File: src/rtl/mult_lane_scheduler.sv
// mult_lane_scheduler
//   Shares the three pipe-stage-2 multiplier lanes among NREQ requesters.
//   The lane rotates 0->1->2 on every enabled cycle. At most one requester
//   is granted per cycle, chosen round-robin. Each issue is tracked through a
//   LAT-deep in-flight record, so every completing product is reported with
//   the requester and lane it belongs to.
//
//   Optional feature macro: REQ0_PRIORITY_EN
//     defined   : req[0] always wins; requesters 1..NREQ-1 round-robin
//                 among themselves, and ptr is left alone on a req[0] grant.
//     undefined : pure round-robin across all NREQ requesters.
//
// Ports
//   clk          rising-edge clock
//   start        asynchronous active-high reset, clears all state
//   enable       scheduler runs when 1
//   req          per-requester request, level-held until granted
//   grant        one-hot grant, combinational, same cycle as req
//   lane         current lane index 0..2
//   p2_En        lane pair enable, 0 when nothing is granted
//   s2_Muxes     operand select, follows lane
//   res_valid    a product completes this cycle
//   res_tag      requester of the completing product (0 when idle)
//   res_lane     lane of the completing product (0 when idle)
//   busy         at least one product in flight
//   issue_count  grants since reset, wraps modulo 2^16
module mult_lane_scheduler #(
  parameter int unsigned NREQ = 4,
  parameter int unsigned LAT  = 3,
  parameter int unsigned TAGW = 2
) (
  input  logic            clk,
  input  logic            start,
  input  logic            enable,
  input  logic [NREQ-1:0] req,
  output logic [NREQ-1:0] grant,
  output logic [1:0]      lane,
  output logic [5:0]      p2_En,
  output logic [3:0]      s2_Muxes,
  output logic            res_valid,
  output logic [TAGW-1:0] res_tag,
  output logic [1:0]      res_lane,
  output logic            busy,
  output logic [15:0]     issue_count
);

  logic [1:0]                r_lane;
  logic [TAGW-1:0]           r_ptr;
  logic [15:0]               r_cnt;
  logic [LAT-1:0]            r_vld;
  logic [LAT-1:0][TAGW-1:0]  r_tag;
  logic [LAT-1:0][1:0]       r_rlane;

  logic [NREQ-1:0]           w_grant;
  logic [NREQ-1:0]           w_rr_req;
  logic [TAGW-1:0]           w_gidx;
  logic                      w_found;
  logic                      w_upd_ptr;

  // Index k steps after the last granted requester, wrapping at NREQ.
  function automatic logic [TAGW-1:0] rr_index(input logic [TAGW-1:0] p,
                                               input int unsigned k);
    int unsigned s;
    s = (int'(p) + k) % NREQ;
    return s[TAGW-1:0];
  endfunction

  always_comb begin
    w_grant   = '0;
    w_gidx    = '0;
    w_found   = 1'b0;
    w_upd_ptr = 1'b0;
`ifdef REQ0_PRIORITY_EN
    // Requester 0 is taken out of the rotation and checked first.
    w_rr_req  = req & ~NREQ'(1);
`else
    w_rr_req  = req;
`endif
    if (!start && enable) begin
`ifdef REQ0_PRIORITY_EN
      if (req[0]) begin
        w_grant[0] = 1'b1;
        w_found    = 1'b1;
      end
`endif
      for (int unsigned k = 1; k <= NREQ; k++) begin
        if (!w_found && w_rr_req[rr_index(r_ptr, k)]) begin
          w_found   = 1'b1;
          w_upd_ptr = 1'b1;
          w_gidx    = rr_index(r_ptr, k);
          w_grant[rr_index(r_ptr, k)] = 1'b1;
        end
      end
    end
  end

  always_ff @(posedge clk or posedge start) begin
    if (start) begin
      r_lane  <= '0;
      r_ptr   <= TAGW'(NREQ - 1);
      r_cnt   <= '0;
      r_vld   <= '0;
      r_tag   <= '0;
      r_rlane <= '0;
    end else begin
      if (enable)
        r_lane <= (r_lane == 2'd2) ? 2'd0 : r_lane + 2'd1;
      if (w_upd_ptr)
        r_ptr <= w_gidx;
      if (w_found)
        r_cnt <= r_cnt + 16'd1;
      // The in-flight record shifts every edge so products drain even
      // while the scheduler is disabled.
      r_vld[0]   <= w_found;
      r_tag[0]   <= w_found ? w_gidx : '0;
      r_rlane[0] <= w_found ? r_lane : '0;
      for (int unsigned i = 1; i < LAT; i++) begin
        r_vld[i]   <= r_vld[i-1];
        r_tag[i]   <= r_tag[i-1];
        r_rlane[i] <= r_rlane[i-1];
      end
    end
  end

  always_comb begin
    case (r_lane)
      2'd0:    s2_Muxes = 4'b0000;
      2'd1:    s2_Muxes = 4'b1100;
      default: s2_Muxes = 4'b0011;
    endcase
    p2_En = 6'b000000;
    if (w_found) begin
      case (r_lane)
        2'd0:    p2_En = 6'b110000;
        2'd1:    p2_En = 6'b001100;
        default: p2_En = 6'b000011;
      endcase
    end
  end

  assign grant       = w_grant;
  assign lane        = r_lane;
  assign issue_count = r_cnt;
  assign res_valid   = r_vld[LAT-1];
  assign res_tag     = r_vld[LAT-1] ? r_tag[LAT-1]   : '0;
  assign res_lane    = r_vld[LAT-1] ? r_rlane[LAT-1] : '0;
  assign busy        = |r_vld;

endmodule
File: config.mk
export PLATFORM = sky130hd
export DESIGN_NAME = mult_lane_scheduler
export DESIGN_NICKNAME = d
export VERILOG_FILES = /design/src/rtl/mult_lane_scheduler.sv
export SDC_FILE = /design/constraint.sdc
export NUM_CORES = 1
export LEC_CHECK = 0
export ABC_AREA = 1
export CAP_MARGIN = 10
export CORE_UTILIZATION = 25
export DETAILED_ROUTE_END_ITERATION = 7
export HOLD_SLACK_MARGIN = 0.08
export MAX_ROUTING_LAYER = met4
export PLACE_DENSITY = 0.52
export SETUP_SLACK_MARGIN = 0.5
export SLEW_MARGIN = 5
export SYNTH_ARGS = -nofsm -noshare
export SYNTH_HDL_FRONTEND = slang
export SYNTH_SLANG_ARGS = --single-unit
File: constraint.sdc
create_clock -name clk -period 4.33 [get_ports clk]
set_input_delay 0.6495 -clock clk [delete_from_list [all_inputs] [get_ports clk]]
set_output_delay 0.6495 -clock clk [all_outputs]
set_load 0.05 [all_outputs]
==> results.md <==
- The setup TNS is 0 ns.
- The internal power of the cells is 982 uW.
- Timing analysis after detailed placement gives a worst setup slack of 0.651 ns.
- In the routed design, unresolved DRC markers number 0.
- Across the run, the number of max-cap violations was 0.
- In this run, CTS created clock tree buffers numbering 5.
- Hold is met by 0.344 ns.
- After synthesis, the largest family of logic cells by area is simple AND/OR/NAND/NOR gates.
- Entering global routing, the biggest net connects 36 pins.
- Of the total synthesized cell area, the portion taken by AND, OR, NAND and NOR gates is 0.322.
- The worst setup path is captured at a primary output.
- No sink is reached through more buffers than the 2 on the longest clock path.
- The routed via count is 1766.
- Of the total power, the share spent switching nets is 0.519.
- Clock latency on the worst-skew pair, taken at its later pin, is 0.29 ns.
- The number of input and output port buffers inserted is 44.
- The proportion of power drawn by combinational gates is 0.593.
- The number of antenna diodes in the final layout is 0.
- The number of DRC violations after detailed-routing iteration 0 is 67.
- The number of antenna-violating nets in the routed design is 0.
- The compound-cell area share of the yosys netlist is 0.0666.
- In this run the vertical extent of the chip is 96.5 um.
- The leakage component of the power is 1.38 nW.
- The setup slack after layout is 0.744 ns.
- The end-of-flow core utilization is 0.323.
- Synthesis handed over a netlist of 270 instances.
- At the worst endpoint, the required time is 3.68 ns.
- The congestion estimate from routability-driven global placement came to 0.822.
- The switching power of the nets is 1.06 mW.
- In this run the core area contains 34 standard-cell rows.
- The growth of design area from synthesis to finish is 25.5%.
- Of the total synthesized cell area, the portion taken by XOR and XNOR cells is 0.0549.
- The number of nets in the finished design is 326.
- Setup violations remaining at the end of the flow were counted as 0.
- The power share of the sequential group is 0.259.
- The starting density of the core is 0.257.
- The total count of hold-check failures in the final report was 0.
- The die span in x is 96.5 um.
- In the finished design, the share of the clock period the worst path needs comes to 0.828.
- The fraction of synthesized area in multiplexers is 0.
- The largest delay contributor family on the critical path is buffers and inverters.
- The clock transition at the registers of the reported paths is 0.08 ns.
- The master cell of the clock root buffer is clkbuf_8.
- The total nets after synthesis is 286.
- The number of top-level design ports is 45.
- The number of global-route vias before repair is 1635.
- The worst path buffer plus inverter count is 3.
- Global routing finished with a remaining overflow of 0.
- After synthesis the netlist holds a flip-flop and latch count of 35.
- Of the synthesized area, sequential elements account for 0.393.
- Setup repair after global routing left no endpoint under its margin.
- The tightest min-delay check is of the register to register type.
- The final period demand of the worst path is 3.59 ns.
- Data on the critical path arrives at its endpoint at 2.94 ns.
- Power spread over the standard cell area amounts to 727 nW/um2.
- After detailed routing, the average wire length per cell comes to 10.6 um.
- The cell with the largest stage delay on the worst path is dfstp_2.
- The pre-antenna-repair detailed-routing pass consisted of 4 iterations.
- The count of unique library cells instantiated by Yosys is 28.
- Headroom to the max-slew limit came out at 0.664.
- VDD sags by at most 0.000255 V.
- The initial antenna violation count is 0.
- The die covers 9320 um2.
- The total global routing track utilization is 0.110.
- The worst setup skew after layout is 0.00588 ns.
- The estimated wirelength of the detail-placed design is 3.42 mm.
- The kind of start point of the critical path is a register.
- The vias per cell is 4.21.
- The clock network power share is 0.148.
- The count of final max-slew check failures is 0.
- The number of warnings issued by yosys is 0.
- The CTS sink count is 35.
- The H-tree was split into 2 levels.
- After layout, the design draws a total of 2.04 mW.
- The total wire length is 4.44 mm.
- After clock tree synthesis, the flow added hold-fix buffers numbering 0.
- Along the worst path, the maximum fanout reaches 22.
- The TritonCTS clock tree is done.
- A synthesized cell averages 8.28 um2.
- The slew of the pin with the lowest slew margin is 0.503 ns.
- The flow ran to the end, and the final reports show no timing, DRC or antenna violations.
- The placeable core region is 8680 um2.
- In this design, the stage delay of the slowest critical-path cell is 0.70 ns.
- The proportion of layout cells with a drive suffix above 1 is 0.164.
- The first-pass GRT wire length is 7.58 mm.
- The critical path is of the register to primary output type.
- After synthesis the cells add up to 2230 um2.
- The share of synthesized cell area in full adder, half adder and majority cells is 0.0504.
- The critical path goes through inv_6 -> ha_1 -> inv_2 -> nand3_1 -> nand2_2 -> nand4_4 -> nand2_4 -> nor3_1 -> dlygate4sd2_1.
- The highest achievable clock rate is 279 MHz.
==> stage by stage <==
step / instances / instance area [um2]
after floorplan: 270 / 2230
after global placement: 411 / 2710
after detailed placement: 411 / 2710
after CTS: 419 / 2810
after global routing: 419 / 2810
final: 419 / 2810
==> kinds of logic (layout without fill, tap and decap cells) <==
family / after synthesis / after routing
AND/OR/NAND/NOR: 141 / 141
buffers and inverters: 49 / 90
flip-flops: 35 / 35
AO/OA/AOI/OAI: 22 / 22
XOR/XNOR: 14 / 14
adder cells (fa/ha/maj): 9 / 9
==> cells in the mapped netlist <==
library cell,count,area share
nand2_4,3,0.015
o21ai_1,3,0.0067
clkbuf_1,1,0.0017
nand2_1,61,0.10
a21oi_1,5,0.011
nand3_4,2,0.016
inv_2,4,0.0067
or3_1,1,0.0028
inv_1,32,0.054
buf_6,6,0.030
xnor2_1,7,0.027
nand3_1,28,0.063
nor3_1,7,0.016
dfrtp_1,33,0.37
nor2_4,2,0.010
nand2_2,17,0.048
nor2_1,13,0.022
o21ai_0,2,0.0045
buf_4,5,0.017
ha_1,9,0.050
nand4_1,5,0.014
nand4_4,1,0.0095
dfstp_2,2,0.024
inv_6,1,0.0039
xor2_1,7,0.027
a21boi_0,5,0.017
nor3_2,1,0.0045
o21ai_2,7,0.027
==> worst paths after layout <==
| check | slack, ns | from | cells past startpoint | endpoint |
|---|---|---|---|---|
| worst max-delay path | 0.74 | r_ptr[0] | 9 | p2_En[2] |
| worst min-delay path | 0.34 | r_rlane[1] | 0 | r_rlane[3] |
| worst max register to register | 1.77 | r_ptr[0] | 10 | issue_count[14] |
| worst min register to register | 0.34 | r_rlane[1] | 0 | r_rlane[3] |
| max in group asynchronous | 3.21 | start | 3 | r_ptr[0] |
| min in group asynchronous | 0.77 | start | 3 | r_rlane[2] |
==> worst register-to-register path, delay by kind of cell, from the launching register on <==
family	cells	cell delay, ns
flip-flops	1	0.70
buffers and inverters	3	0.66
AND/OR/NAND/NOR	5	0.62
adder cells (fa/ha/maj)	1	0.44
AO/OA/AOI/OAI	1	0.07
==> cell type report <==
| cell class | instances | area [um2] |
|---|---|---|
| multi-input cells | 186 | 1100 |
| clock inverters | 3 | 47.5 |
| inverters | 37 | 144 |
| clock buffers | 5 | 68.8 |
| flip-flops and latches | 35 | 878 |
| well taps | 108 | 135 |
| fillers | 926 | 5870 |
| repair buffers | 45 | 428 |
==> layer usage <==
| layer | vias to the layer above | GRT usage | part of all wire |
|---|---|---|---|
| li1 | 923 | - | - |
| met1 | 797 | 0.141 | 0.47 |
| met2 | 40 | 0.169 | 0.48 |
| met3 | 6 | 0.0243 | 0.036 |
| met4 | 0 | 0.0441 | 0.013 |
| met5 | - | - | 0 |
==> power groups by stage <==
stage	combinational (mW)	clock [mW]	sequential [mW]
floorplan	0.818	0	0.679
global placement	1.23	0	0.533
detailed placement	1.23	0	0.538
CTS	1.22	0.314	0.533
global route	1.33	0.330	0.549
finish	1.21	0.302	0.529
==> layout by cell type, fill, tap and decap left out, types with 7 or more instances in the layout <==
cell	n
xnor2_1	7
xor2_1	7
dfrtp_1	33
inv_1	32
nand2_2	17
nand2_1	61
nor2_1	13
o21ai_2	7
nor3_1	7
nand3_1	28
ha_1	9
dlygate4sd2_1	8
clkdlybuf4s50_1	34
==> state kept, by name, indices dropped and copies added, names as in the netlist <==
name and cells:
r_vld 3, r_rlane 6, r_tag 6, r_ptr 2, issue_count 16, lane 2
==> what timing repair did <==
item	CTS	global route
gates resized for setup	10	6
buffers inserted	0	0
endpoints found under the setup margin	10	2
Power figures use the tool's default switching activity.
